**config.mk**
```make
export PLATFORM = sky130hd
export DESIGN_NAME = audio_fetch_scheduler
export DESIGN_NICKNAME = d
export VERILOG_FILES = /design/src/rtl/audio_pkg.sv /design/src/rtl/audio_lrclk_edge.sv /design/src/rtl/audio_fetch_scheduler.sv
export SDC_FILE = /design/constraint.sdc
export NUM_CORES = 1
export LEC_CHECK = 0
export CORE_AREA = 2 2 164 166
export DETAILED_ROUTE_END_ITERATION = 16
export DIE_AREA = 0 0 166 168
export GPL_TIMING_DRIVEN = 0
export PLACE_DENSITY = 0.76
export SLEW_MARGIN = 10
export SYNTH_ARGS = -nofsm -noshare
export SYNTH_HDL_FRONTEND = slang
export SYNTH_SLANG_ARGS = --single-unit
```
**constraint.sdc**
```tcl
create_clock -name clk -period 2.4 [get_ports clk]
set_input_delay 0.72 -clock clk [delete_from_list [all_inputs] [get_ports clk]]
set_output_delay 0.72 -clock clk [all_outputs]
set_load 0.02 [all_outputs]
```
**src/rtl/audio_pkg.sv**
```systemverilog
// Shared types and constants for the audio fetch path.
//   fetch_state_t  - scheduler FSM states
//   AUDIO_DELTA_W  - default sample-delta width
//   AUDIO_ADDR_W   - audio memory address width
package audio_pkg;

  localparam int unsigned AUDIO_DELTA_W = 12;
  localparam int unsigned AUDIO_ADDR_W  = 32;

  typedef enum logic [2:0] {
    IDLE,
    SETTLE,
    SELECT,
    FETCH,
    DRAIN
  } fetch_state_t;

endpackage

```
**src/rtl/audio_lrclk_edge.sv**
```systemverilog
// Registers the frame clock and flags its rising edge. Also usable by the channel array,
// so both sides agree on which clk cycle is the frame edge.
// Ports:
//   clk, rst  - system clock, synchronous active-high reset
//   lrclk     - frame clock, synchronous to clk
//   rise      - high in the cycle where lrclk is 1 and was 0 in the previous cycle
module audio_lrclk_edge (
  input  logic clk,
  input  logic rst,
  input  logic lrclk,
  output logic rise
);

  logic oldLrclk;

  always_ff @(posedge clk) begin
    if (rst) begin
      oldLrclk <= 1'b0;
    end else begin
      oldLrclk <= lrclk;
    end
  end

  assign rise = lrclk & ~oldLrclk;

endmodule

```
**src/rtl/audio_fetch_scheduler.sv**
```systemverilog
// Shares one memory read port among CHANNELS channel datapaths. Once per lrclk frame it
// fetches every active channel's sample delta and presents all deltas in parallel.
// Ports:
//   clk, rst           - system clock, synchronous active-high reset
//   lrclk              - frame clock; its rising edge starts a frame fetch
//   i_enable           - scheduler enable, sampled only while idle
//   i_channelActive    - per-channel fetch enable
//   i_sampleAddress    - packed per-channel sample addresses (32 bits each)
//   o_sampleDelta      - packed per-channel deltas (DELTA_W bits each)
//   mem_req/mem_addr   - read request, held until mem_ack
//   mem_ack/mem_rdata  - one-cycle acknowledge with read data
//   o_busy             - frame fetch in progress
//   o_frameDone        - one-cycle pulse when a frame completes
// Optional (AUDIO_FETCH_OVERRUN_STATUS_EN defined):
//   i_clearOverrun     - clears the overrun count (wins over a coincident overrun)
//   o_overrunCount     - saturating count of frames abandoned by a new frame edge
module audio_fetch_scheduler
  import audio_pkg::*;
#(
  parameter int unsigned CHANNELS = 8,
  parameter int unsigned DELTA_W  = AUDIO_DELTA_W
) (
  input  logic                         clk,
  input  logic                         rst,
  input  logic                         lrclk,
  input  logic                         i_enable,
  input  logic [CHANNELS-1:0]          i_channelActive,
  input  logic [CHANNELS*AUDIO_ADDR_W-1:0] i_sampleAddress,
  output logic [CHANNELS*DELTA_W-1:0]  o_sampleDelta,
  output logic                         mem_req,
  output logic [AUDIO_ADDR_W-1:0]      mem_addr,
  input  logic                         mem_ack,
  input  logic [15:0]                  mem_rdata,
`ifdef AUDIO_FETCH_OVERRUN_STATUS_EN
  input  logic                         i_clearOverrun,
  output logic [15:0]                  o_overrunCount,
`endif
  output logic                         o_busy,
  output logic                         o_frameDone
);

  // Index must be able to reach CHANNELS, which marks the end of the frame.
  localparam int unsigned IdxW = $clog2(CHANNELS + 1);

  fetch_state_t                 stateQ, stateD;
  logic [IdxW-1:0]              idxQ, idxD;
  logic [CHANNELS*DELTA_W-1:0]  deltaQ, deltaD;
  logic                         memReqQ, memReqD;
  logic [AUDIO_ADDR_W-1:0]      memAddrQ, memAddrD;
  logic                         busyQ, busyD;
  logic                         doneQ, doneD;

  logic                         frameEdge;
  logic                         overrun;
  logic                         curActive;
  logic [AUDIO_ADDR_W-1:0]      curAddr;
  logic                         lastIdx;

  audio_lrclk_edge u_lrclkEdge (
    .clk   (clk),
    .rst   (rst),
    .lrclk (lrclk),
    .rise  (frameEdge)
  );

  // Upper read-data bits carry nothing for this block.
  logic unusedRdataBits;
  assign unusedRdataBits = ^mem_rdata[15:DELTA_W];

  always_comb begin
    curActive = 1'b0;
    curAddr   = '0;
    for (int k = 0; k < CHANNELS; k++) begin
      if (idxQ == IdxW'(k)) begin
        curActive = i_channelActive[k];
        curAddr   = i_sampleAddress[k*AUDIO_ADDR_W +: AUDIO_ADDR_W];
      end
    end
  end

  assign lastIdx = (idxQ == IdxW'(CHANNELS));

  always_comb begin
    stateD   = stateQ;
    idxD     = idxQ;
    deltaD   = deltaQ;
    memReqD  = memReqQ;
    memAddrD = memAddrQ;
    busyD    = busyQ;
    doneD    = 1'b0;
    overrun  = 1'b0;
    unique case (stateQ)
      IDLE: begin
        // Deltas clear on the clock that ends the edge cycle, so channels consume
        // the previous frame's values on the edge itself.
        if (frameEdge && i_enable) begin
          stateD = SETTLE;
          deltaD = '0;
          busyD  = 1'b1;
        end
      end
      SETTLE: begin
        idxD   = '0;
        busyD  = 1'b1;
        stateD = SELECT;
      end
      SELECT: begin
        if (frameEdge) begin
          overrun = 1'b1;
          stateD  = SETTLE;
          deltaD  = '0;
        end else if (lastIdx) begin
          doneD  = 1'b1;
          busyD  = 1'b0;
          stateD = IDLE;
        end else if (!curActive) begin
          idxD = idxQ + IdxW'(1);
        end else begin
          memReqD  = 1'b1;
          memAddrD = curAddr;
          stateD   = FETCH;
        end
      end
      FETCH: begin
        if (frameEdge) begin
          // The request cannot be withdrawn; finish it in DRAIN and drop the data.
          overrun = 1'b1;
          if (mem_ack) begin
            memReqD = 1'b0;
            stateD  = SETTLE;
            deltaD  = '0;
          end else begin
            stateD = DRAIN;
          end
        end else if (mem_ack) begin
          memReqD = 1'b0;
          for (int k = 0; k < CHANNELS; k++) begin
            if (idxQ == IdxW'(k)) begin
              deltaD[k*DELTA_W +: DELTA_W] = mem_rdata[DELTA_W-1:0];
            end
          end
          idxD   = idxQ + IdxW'(1);
          stateD = SELECT;
        end
      end
      DRAIN: begin
        if (mem_ack) begin
          memReqD = 1'b0;
          stateD  = SETTLE;
          deltaD  = '0;
        end
      end
      default: stateD = IDLE;
    endcase
  end

  always_ff @(posedge clk) begin
    if (rst) begin
      stateQ   <= IDLE;
      idxQ     <= '0;
      deltaQ   <= '0;
      memReqQ  <= 1'b0;
      memAddrQ <= '0;
      busyQ    <= 1'b0;
      doneQ    <= 1'b0;
    end else begin
      stateQ   <= stateD;
      idxQ     <= idxD;
      deltaQ   <= deltaD;
      memReqQ  <= memReqD;
      memAddrQ <= memAddrD;
      busyQ    <= busyD;
      doneQ    <= doneD;
    end
  end

  assign o_sampleDelta = deltaQ;
  assign mem_req       = memReqQ;
  assign mem_addr      = memAddrQ;
  assign o_busy        = busyQ;
  assign o_frameDone   = doneQ;

`ifdef AUDIO_FETCH_OVERRUN_STATUS_EN
  logic [15:0] overrunCountQ;

  always_ff @(posedge clk) begin
    if (rst) begin
      overrunCountQ <= '0;
    end else if (i_clearOverrun) begin
      overrunCountQ <= '0;
    end else if (overrun && (overrunCountQ != 16'hFFFF)) begin
      overrunCountQ <= overrunCountQ + 16'd1;
    end
  end

  assign o_overrunCount = overrunCountQ;
`else
  logic unusedOverrun;
  assign unusedOverrun = overrun;
`endif

endmodule

```
==> flow_metrics.py, run 1 <==
metrics = {
    "placed_design": {
        "dp_hpwl_um": 34340,
        "dp_cells": 1851,
        "place.gp.congestion": 0.9908,
        "io_buffers": 409,
        "place_ws_ns": -0.9808,
        "placed_cell_area_um2": 12840,
    },
    "route": {
        "drt-initial-drc-count": 899,
        "drt_wl_total_um": 44760,
        "drc": 0,
        "ant_nets": 0,
        "wl_per_cell_um": 23.73,
        "via_count": 10900,
        "viasPerCell": 5.780,
        "dr.pass1.iters": 5,
    },
    "logic_synthesis": {
        "synth-edff-count": 0,
        "syn_area_um2": 8319,
        "async_reset_ff_share_pct": 0,
        "yosysSeqAreaShare_pct": 33.45,
        "ys.flop_type": "dfxtp_1",
        "avgSynthCellArea_um2": 7.556,
        "syn_nets": 1390,
        "ys_types": 55,
        "yosys_warnings": 0,
        "synth-seq-cells": 139,
        "synthCells": 1101,
    },
    "power": {
        "clkPwrFrac_pct": 41.7,
        "leakage_nw": 4.706,
        "ir_drop_mv": 0.3714,
        "power_switching_mw": 1.807,
        "p_sw_share_pct": 29.02,
        "p_int_mw": 4.420,
        "pwr-share-seq_pct": 37.8,
        "comb_power_share_pct": 20.5,
        "power_density_nw_per_um2": 446.5,
    },
    "global_route": {
        "overflow": 0,
        "grt_max_degree": 17,
        "grt_pass1_wl_um": 65770,
        "grt_util_all_layers_pct": 30.55,
        "antenna_found_initial": 3,
        "grt_pass1_vias": 10730,
    },
    "critical_path": {
        "cp-start-kind": "flip-flop",
        "rr_startpoint": "idxQ[0]$_SDFFE_PP0P_",
        "ff2ff_path_depth": 8,
        "crit_fanout": 10,
        "reg2reg_slack_ns": -0.0008,
        "setup.worst_path.end": "mem_addr[12]$_SDFFE_PP0P_",
        "r2r-end": "mem_addr[12]$_SDFFE_PP0P_",
        "path_class": "reg2reg",
        "end_kind": "flip-flop",
        "required_ns": 2.71,
        "crit_arrival_ns": 2.71,
        "crit_start": "idxQ[0]$_SDFFE_PP0P_",
    },
    "finish": {
        "design_area_um2": 13950,
        "nNetsFinal": 1818,
        "final_cell_mix": "clkdlybuf4s50_1 (408), a21oi_1 (186), dfxtp_1 (137)",
        "drive_gt1_share_pct": 13.10,
        "layout_commonest_cell": "clkdlybuf4s50_1",
        "area_growth_pct": 67.63,
        "instances_no_fill": 1886,
        "fill_cells": 2479,
    },
    "sta": {
        "hold_viol_final": 0,
        "fin_skew_ns": 0.01964,
        "maxSlewHeadroom_pct": 34.26,
        "rsz0062_at_grt": "true",
        "max_freq_mhz": 416.5,
        "period_minus_slack_ns": 2.401,
        "setup_tns_ns": -0.0008151,
        "fin_crit_sh_pct": 100.0,
        "slew_viol_final": 0,
        "layout_setup_ws_ns": -0.0008151,
        "hold_slack_ns": 0.4642,
        "setup_viol_count_final": 1,
        "worst_slew_pin_slew_ns": 0.9862,
    },
    "floorplan": {
        "core_um2": 26350,
        "dieArea_um2": 27890,
        "io_pins": 416,
        "start_util_pct": 31.57,
        "die_h_um": 168,
        "die_w_um": 166,
        "rows": 60,
    },
    "cts": {
        "postCtsHoldBufs": 0,
        "clkSlewWorstSetupHoldPaths_ns": 0.07,
        "clock_latency_ns": 0.43,
        "cts.sinks": 139,
        "htree_levels": 4,
        "cts_tree": "built",
        "cts_buffer_depth": 2,
        "numCtsBuffers": 17,
        "clockRootBuffer": "clkbuf_16",
    },
    "flow_run": {
        "max-cap-violations": 0,
    },
    "run_status": {
        "outcome": "finished with violations",
        "violations": "negative setup slack",
    },
    "hold_path": {
        "hold_path.class": "reg2reg",
    },
}
logic make-up after synthesis:
group | synth area share, %
AO/OA/AOI/OAI | 41.40
AND/OR/NAND/NOR | 14.99
buffers and inverters | 8.588
adder cells (fa/ha/maj) | 0.6016
multiplexers | 0.9626
flip-flops | 33.45
worst max-delay path: stages (launching register included):
cell and delay [ns]:
dfxtp_2 0.36, ha_2 0.21, or3_1 0.32, buf_4 0.19, a221oi_2 0.23, o22ai_2 0.19, buf_2 0.25, a221o_1 0.41
o211a_1 0.14
synth_stat cells (18+ instances only):
| library cell | count | area [µm²] |
|---|---|---|
| clkbuf_1 | 106 | 397.9 |
| a211oi_1 | 28 | 210.2 |
| dfxtp_1 | 139 | 2783 |
| nand3b_1 | 28 | 210.2 |
| nand3_1 | 21 | 105.1 |
| nand4_1 | 21 | 131.4 |
| o21ai_0 | 62 | 310.3 |
| a22oi_1 | 27 | 202.7 |
| o21ai_1 | 79 | 395.4 |
| nor2_1 | 20 | 75.07 |
| nand2b_1 | 34 | 212.7 |
| a221o_1 | 25 | 250.2 |
| a221oi_1 | 18 | 157.7 |
| nand2_1 | 70 | 262.8 |
| a21oi_1 | 194 | 970.9 |
| inv_1 | 49 | 183.9 |
| a2bb2oi_1 | 25 | 219.0 |
power by group through the flow:
| stage | registers [mW] | clock network (mW) | logic [mW] |
|---|---|---|---|
| floorplan | 2.43 | 0 | 0.447 |
| global placement | 2.41 | 0 | 1.18 |
| detailed placement | 2.41 | 0 | 1.18 |
| CTS | 2.36 | 2.62 | 1.23 |
| global route | 2.36 | 2.72 | 1.34 |
| finish | 2.36 | 2.60 | 1.27 |
per-stage QoR:
stage,total power [mW],utilization (%)
3_5_place_dp,3.593,48.73
6_report,6.227,52.93
3_3_place_gp,3.587,48.73
2_1_floorplan,2.877,-
4_1_cts,6.202,52.01
5_1_grt,6.417,52.92
state kept, by name (all words and copies together), names as in the netlist:
register / flops
o_sampleDelta: 96
idxQ: 4
mem_req: 1
u_lrclkEdge.oldLrclk: 1
o_frameDone: 1
o_busy: 1
mem_addr: 32
stateQ: 3
worst min path at each step:
stage | depth (start not counted) | end | startpoint
2_1_floorplan | 2 | idxQ[1]$_SDFFE_PP0P_ | idxQ[1]$_SDFFE_PP0P_
3_3_place_gp | 2 | mem_addr[27]$_SDFFE_PP0P_ | mem_addr[27]$_SDFFE_PP0P_
3_5_place_dp | 1 | o_sampleDelta[79]$_SDFFE_PP0P_ | o_sampleDelta[79]$_SDFFE_PP0P_
4_1_cts | 2 | mem_addr[7]$_SDFFE_PP0P_ | mem_addr[7]$_SDFFE_PP0P_
5_1_grt | 2 | mem_addr[16]$_SDFFE_PP0P_ | mem_addr[16]$_SDFFE_PP0P_
6_report | 2 | mem_addr[5]$_SDFFE_PP0P_ | mem_addr[5]$_SDFFE_PP0P_
metal layers:
metal / up-vias / GRT usage (%) / routed length (µm)
met1: 5150 / 36.88 / 17260
met4: 2 / 11.34 / 1681
li1: 4961 / - / -
met5: - / 0 / 13
met2: 679 / 52.70 / 21800
met3: 110 / 7.522 / 4004
area by class of cell:
class	count	area [µm²]	area share [%]
diodes	3	7.507	0.05383
plain buffers	126	693.2	4.970
clock buffers	18	439.2	3.149
clock inverters	14	126.4	0.9062
inverters	51	191.4	1.373
multi-input cells	781	5150	36.93
flip-flops and latches	139	2785	19.97
well taps	341	426.7	3.059
repair buffers	413	4126	29.59
timing repair:
action / 4_1_cts / 5_1_grt
gates resized for setup: 110 / 108
endpoints found under the setup margin: 132 / 125
hold endpoints to repair: 0 / 0
cloned: 0 / 0
pin swaps: 1 / 5
setup buffers: 3 / 1
Power figures use the tool's default switching activity.
==> inputs of run 2 (changes only) <==
--- a/config.mk
+++ b/config.mk
@@ -6,6 +6,7 @@
 export NUM_CORES = 1
 export LEC_CHECK = 0
 export CORE_AREA = 2 2 164 166
+export CTS_CLUSTER_SIZE = 16
 export DETAILED_ROUTE_END_ITERATION = 16
 export DIE_AREA = 0 0 166 168
 export GPL_TIMING_DRIVEN = 0
==> constraint.sdc (replaced) <==
create_clock -name clk -period 2.6 [get_ports clk]
set_input_delay 0.78 -clock clk [delete_from_list [all_inputs] [get_ports clk]]
set_output_delay 0.78 -clock clk [all_outputs]
set_load 0.02 [all_outputs]
==> run 2 against run 1 <==
Compared with the run above:
- the run now ends clean
- sequential share of layout area up 0.41 points
- die area unchanged
- clock skew down 0.0045 ns
- fmax down 6.5%
- first-iteration DRC count up 6.1%
- combinational power down 10%
- cell count down 0.27%
- flip-flop and latch count unchanged
- largest power group unchanged
==> flow_metrics.py, run 2 (synthesized netlist as in run 1, its figures left out) <==
metrics = {
    "run_status": {
        "outcome": "finished clean",
    },
    "route": {
        "drt-initial-drc-count": 954,
        "ant_nets": 0,
        "drc": 0,
        "drt_wl_total_um": 44650,
        "dr.pass1.iters": 6,
        "via_count": 10980,
        "viasPerCell": 5.837,
        "wl_per_cell_um": 23.74,
    },
    "placed_design": {
        "dp_cells": 1851,
        "io_buffers": 409,
        "dp_hpwl_um": 34340,
        "place.gp.congestion": 0.9908,
    },
    "cts": {
        "postCtsHoldBufs": 0,
        "clkSlewWorstSetupHoldPaths_ns": 0.07,
        "cts_buffer_depth": 2,
        "clock_latency_ns": 0.43,
        "cts_tree": "built",
        "cts.sinks": 139,
        "htree_levels": 4,
        "numCtsBuffers": 17,
        "clockRootBuffer": "clkbuf_16",
    },
    "hold_path": {
        "hold_depth": 2,
        "worstHoldEndpoint": "mem_addr[5]$_SDFFE_PP0P_",
        "hold_path.class": "reg2reg",
        "hold_start": "mem_addr[5]$_SDFFE_PP0P_",
    },
    "floorplan": {
        "dieArea_um2": 27890,
        "die_h_um": 168,
        "die_w_um": 166,
        "io_pins": 416,
        "core_um2": 26350,
        "start_util_pct": 31.57,
        "rows": 60,
    },
    "finish": {
        "fill_cells": 2510,
        "drive_gt1_share_pct": 10.34,
        "layout_commonest_cell": "clkdlybuf4s50_1",
        "nNetsFinal": 1814,
        "instances_no_fill": 1881,
        "largest_reg_flops": 96,
        "area_growth_pct": 64.21,
        "final_cell_mix": "clkdlybuf4s50_1 (409), a21oi_1 (191), dfxtp_1 (138)",
    },
    "global_route": {
        "antenna_found_initial": 3,
        "grt_max_degree": 20,
        "overflow": 0,
        "grt_pass1_wl_um": 65430,
        "grt_util_all_layers_pct": 30.39,
        "grt_pass1_vias": 10690,
    },
    "critical_path": {
        "crit_start": "idxQ[1]$_SDFFE_PP0P_",
        "required_ns": 2.87,
        "r2r-end": "mem_addr[22]$_SDFFE_PP0P_",
        "crit_arrival_ns": 2.83,
        "crit_fanout": 19,
        "rr_startpoint": "idxQ[1]$_SDFFE_PP0P_",
        "ff2ff_path_depth": 10,
        "reg2reg_slack_ns": 0.03,
        "cp-start-kind": "flip-flop",
        "path_class": "reg2reg",
        "end_kind": "flip-flop",
    },
    "power": {
        "power_density_nw_per_um2": 418.3,
        "leakage_nw": 4.603,
        "ir_drop_mv": 0.3432,
        "p_total_mw": 5.714,
    },
    "sta": {
        "max_freq_mhz": 389.5,
        "setup_viol_count_final": 0,
        "maxSlewHeadroom_pct": 32.78,
        "hold_viol_final": 0,
        "slew_viol_final": 0,
        "rsz0062_at_grt": "true",
        "worst_slew_pin_slew_ns": 1.008,
        "fin_skew_ns": 0.01519,
        "fin_crit_sh_pct": 98.74,
        "period_minus_slack_ns": 2.567,
    },
    "flow_run": {
        "max-cap-violations": 0,
    },
}
run 2: final cells by class:
class | instances | area, µm² | area share, %
clock buffer | 18 | 439.2 | 3.215
antenna | 2 | 5.005 | 0.03664
inverter | 51 | 191.4 | 1.401
clock inverter | 14 | 126.4 | 0.9251
tap | 341 | 426.7 | 3.123
buffer | 125 | 598.1 | 4.378
sequential | 139 | 2784 | 20.38
multi-input combinational | 781 | 4976 | 36.43
timing repair buffer | 410 | 4114 | 30.12
run 2: worst max-delay path: stages (launching register included):
cell and delay, ns:
dfxtp_1 0.44, inv_1 0.10, ha_1 0.19, buf_2 0.19, clkbuf_4 0.21, clkbuf_4 0.29, a21oi_1 0.17, a2bb2oi_1 0.28
a21oi_1 0.15, a211oi_1 0.28, a211oi_1 0.10
run 2: power by group:
group / internal [mW] / switching [mW] / leakage (nW) / total (mW)
combinational: 0.615 / 0.525 / 3.21 / 1.14
sequential: 2.15 / 0.0206 / 1.12 / 2.18
clock: 1.29 / 1.11 / 0.276 / 2.40
run 2: worst max path at each step:
| stage | slack (ns) | cells past startpoint | end |
|---|---|---|---|
| 6_report | 0.03 | 10 | mem_addr[22]$_SDFFE_PP0P_ |
| 5_1_grt | -0.003 | 8 | o_sampleDelta[60]$_SDFFE_PP0P_ |
| 4_1_cts | -0.06 | 8 | o_sampleDelta[81]$_SDFFE_PP0P_ |
| 3_5_place_dp | -0.84 | 9 | o_sampleDelta[81]$_SDFFE_PP0P_ |
| 3_3_place_gp | -0.82 | 9 | o_sampleDelta[81]$_SDFFE_PP0P_ |
| 2_1_floorplan | 0.31 | 8 | o_sampleDelta[81]$_SDFFE_PP0P_ |
run 2: timing repair:
action                                  4_1_cts  5_1_grt
setup buffers                                 1        0
hold endpoints to repair                      0        0
pin swaps                                     1        0
endpoints found under the setup margin      124      129
resized for setup                            53       82
run 2: layer usage:
layer	up-vias	GRT usage [%]	share of wire, %
met3	112	7.287	9.4
li1	4946	-	-
met2	743	52.66	49
met4	2	11.19	3.7
met1	5177	36.64	38
met5	-	0	0.029
run 2: per-stage QoR:
stage | TNS [ns] | instance area (µm²) | hold slack, ns | setup slack, ns | utilization (%)
finish | 0 | 13660 | 0.4639 | 0.03286 | 51.84
global placement | -59.74 | 12840 | 0.4456 | -0.8236 | 48.73
CTS | -0.07827 | 13540 | 0.4670 | -0.05757 | 51.37
floorplan | 0 | 8319 | 0.4960 | 0.3106 | -
detailed placement | -65.24 | 12840 | 0.4453 | -0.8408 | 48.73
global route | -0.005695 | 13660 | 0.4891 | -0.003191 | 51.84
==> inputs of run 3 (changes only) <==
--- a/config.mk
+++ b/config.mk
@@ -10,7 +10,7 @@
 export DETAILED_ROUTE_END_ITERATION = 16
 export DIE_AREA = 0 0 166 168
 export GPL_TIMING_DRIVEN = 0
-export PLACE_DENSITY = 0.76
+export PLACE_DENSITY = 0.66
 export SLEW_MARGIN = 10
 export SYNTH_ARGS = -nofsm -noshare
 export SYNTH_HDL_FRONTEND = slang
==> run 3 against run 2 <==
Compared with the run above:
- combinational power barely moved
- worst setup slack improved by 0.026 ns
- register-to-register slack gained 0.03 ns
- final area grew 0.36%
- cell count increased by 0.64%
- sequential power is essentially flat
- die area unchanged
- worst hold slack improved by 0.0012 ns
- routed wire length is 0.55% higher
- via count down 2.9%
- global-route usage rose by 0.50 points
- largest cell class unchanged
==> flow_metrics.py, run 3 (synthesized netlist as in run 1, its figures left out) <==
metrics = {
    "floorplan": {
        "start_util_pct": 31.57,
        "rows": 60,
        "core_um2": 26350,
        "dieArea_um2": 27890,
        "io_pins": 416,
        "die_h_um": 168,
        "die_w_um": 166,
    },
    "sta": {
        "maxSlewHeadroom_pct": 45.34,
        "hold_viol_final": 0,
        "fin_skew_ns": 0.009299,
        "max_freq_mhz": 393.5,
        "setup_viol_count_final": 0,
        "layout_setup_ws_ns": 0.05880,
        "setup_tns_ns": 0,
        "worst_slew_pin_slew_ns": 0.8198,
        "hold_slack_ns": 0.4651,
        "fin_crit_sh_pct": 97.74,
        "slew_viol_final": 0,
        "period_minus_slack_ns": 2.541,
    },
    "global_route": {
        "use_met1_pct": 36.37,
        "top_usage_layer": "met2",
        "use_met3_pct": 8.392,
        "overflow": 0,
        "use_met2_pct": 54.45,
        "grt_util_all_layers_pct": 30.88,
        "grt_pass1_vias": 10640,
        "grt_max_degree": 17,
        "grt_pass1_wl_um": 66150,
        "antenna_found_initial": 9,
    },
    "finish": {
        "area_growth_pct": 64.79,
        "drive_gt1_share_pct": 10.36,
        "largest_reg_flops": 96,
        "fin_util_pct": 52.03,
        "nNetsFinal": 1820,
        "layout_commonest_cell": "clkdlybuf4s50_1",
        "design_area_um2": 13710,
        "seq_area_um2": 2784,
        "fill_cells": 2539,
        "instances_no_fill": 1893,
        "multi_input_area_um2": 4960,
        "final_cell_mix": "clkdlybuf4s50_1 (409), a21oi_1 (190), dfxtp_1 (138)",
    },
    "flow_run": {
        "max-cap-violations": 0,
    },
    "placed_design": {
        "place_ws_ns": -0.8375,
        "dp_hpwl_um": 35010,
        "placed_cell_area_um2": 12840,
        "place.gp.congestion": 0.9663,
        "dp_cells": 1851,
        "io_buffers": 409,
    },
    "route": {
        "drt_wl_total_um": 44900,
        "viasPerCell": 5.632,
        "via_count": 10660,
        "dr.pass1.iters": 5,
        "drt-initial-drc-count": 813,
        "wl_per_cell_um": 23.72,
        "ant_nets": 0,
        "drc": 0,
    },
    "power": {
        "comb_power_share_pct": 19.6,
        "power_density_nw_per_um2": 422.9,
        "leakage_nw": 4.619,
        "pwr-share-seq_pct": 37.5,
        "clkPwrFrac_pct": 42.9,
        "p_total_mw": 5.797,
        "power_switching_mw": 1.639,
        "ir_drop_mv": 0.3885,
        "p_int_mw": 4.159,
        "p_sw_share_pct": 28.26,
    },
    "cts": {
        "cts_buffer_depth": 2,
        "postCtsHoldBufs": 0,
        "clkSlewWorstSetupHoldPaths_ns": 0.07,
        "cts_tree": "built",
        "clockRootBuffer": "clkbuf_16",
        "htree_levels": 4,
        "numCtsBuffers": 17,
        "clock_latency_ns": 0.43,
        "cts.sinks": 139,
    },
    "critical_path": {
        "path_class": "reg2reg",
        "required_ns": 2.95,
        "crit_slowest_cell": "dfxtp_1",
        "crit_fanout": 10,
        "reg2reg_slack_ns": 0.06,
        "path_cells": "inv_1, ha_1, buf_2, clkbuf_1, nand3b_1, a221o_1, a21oi_1, a211oi_1, a211oi_2",
        "critPathMaxStageDelay_ns": 0.43,
        "path_delay_family": "compound AO/OA/AOI/OAI gates",
        "cp-start-kind": "flip-flop",
        "crit_arrival_ns": 2.89,
        "end_kind": "flip-flop",
        "crit_buf_inv": 3,
    },
    "run_status": {
        "outcome": "finished clean",
    },
    "hold_path": {
        "hold_path.class": "reg2reg",
    },
}
-- run 3: cell count changes in the layout (fill, tap and decap cells not counted), sizes merged --
cell and change:
buf +3, bufinv +1, clkbuf +3, diode +6
inv -1
-- run 3: power by group through the flow --
stage | Clock [mW] | Combinational, mW | Sequential [mW]
2_1_floorplan | 0 | 0.413 | 2.24
3_3_place_gp | 0 | 1.09 | 2.22
3_5_place_dp | 0 | 1.09 | 2.22
4_1_cts | 2.51 | 1.11 | 2.17
5_1_grt | 2.62 | 1.20 | 2.17
6_report | 2.49 | 1.14 | 2.17
-- run 3: cell type report --
class	count	share of cell area [%]
Buffer	127	4.426
Inverter	51	1.396
Timing Repair Buffer	414	30.14
Clock inverter	14	1.095
Antenna cell	8	0.1460
Tap cell	341	3.112
Multi-Input combinational cell	781	36.18
Clock buffer	18	3.203
Sequential cell	139	20.31
-- run 3: what timing repair did --
action                                  4_1_cts  5_1_grt
pin swaps                                     2        1
resized for setup                            56       73
endpoints found under the setup margin      130      130
setup buffers                                 4        1
-- run 3: path summary, 6_finish.rpt --
path,from,endpoint,depth (start not counted)
max,idxQ[1]$_SDFFE_PP0P_,mem_addr[10]$_SDFFE_PP0P_,9
min,mem_addr[7]$_SDFFE_PP0P_,mem_addr[7]$_SDFFE_PP0P_,2
max reg2reg,idxQ[1]$_SDFFE_PP0P_,mem_addr[10]$_SDFFE_PP0P_,9
min reg2reg,mem_addr[7]$_SDFFE_PP0P_,mem_addr[7]$_SDFFE_PP0P_,2
-- run 3: layer usage --
layer | vias up | share of wire (%)
met1 | 5111 | 40
met4 | 2 | 3.3
met3 | 72 | 8.5
met5 | - | 0.029
met2 | 521 | 48
li1 | 4956 | -
-- run 3: worst register-to-register path: stages (launching register included) --
cell and delay (ns):
dfxtp_1 0.43, inv_1 0.11, ha_1 0.20, buf_2 0.19, clkbuf_1 0.29, nand3b_1 0.32, a221o_1 0.39, a21oi_1 0.25
a211oi_1 0.10, a211oi_2 0.19
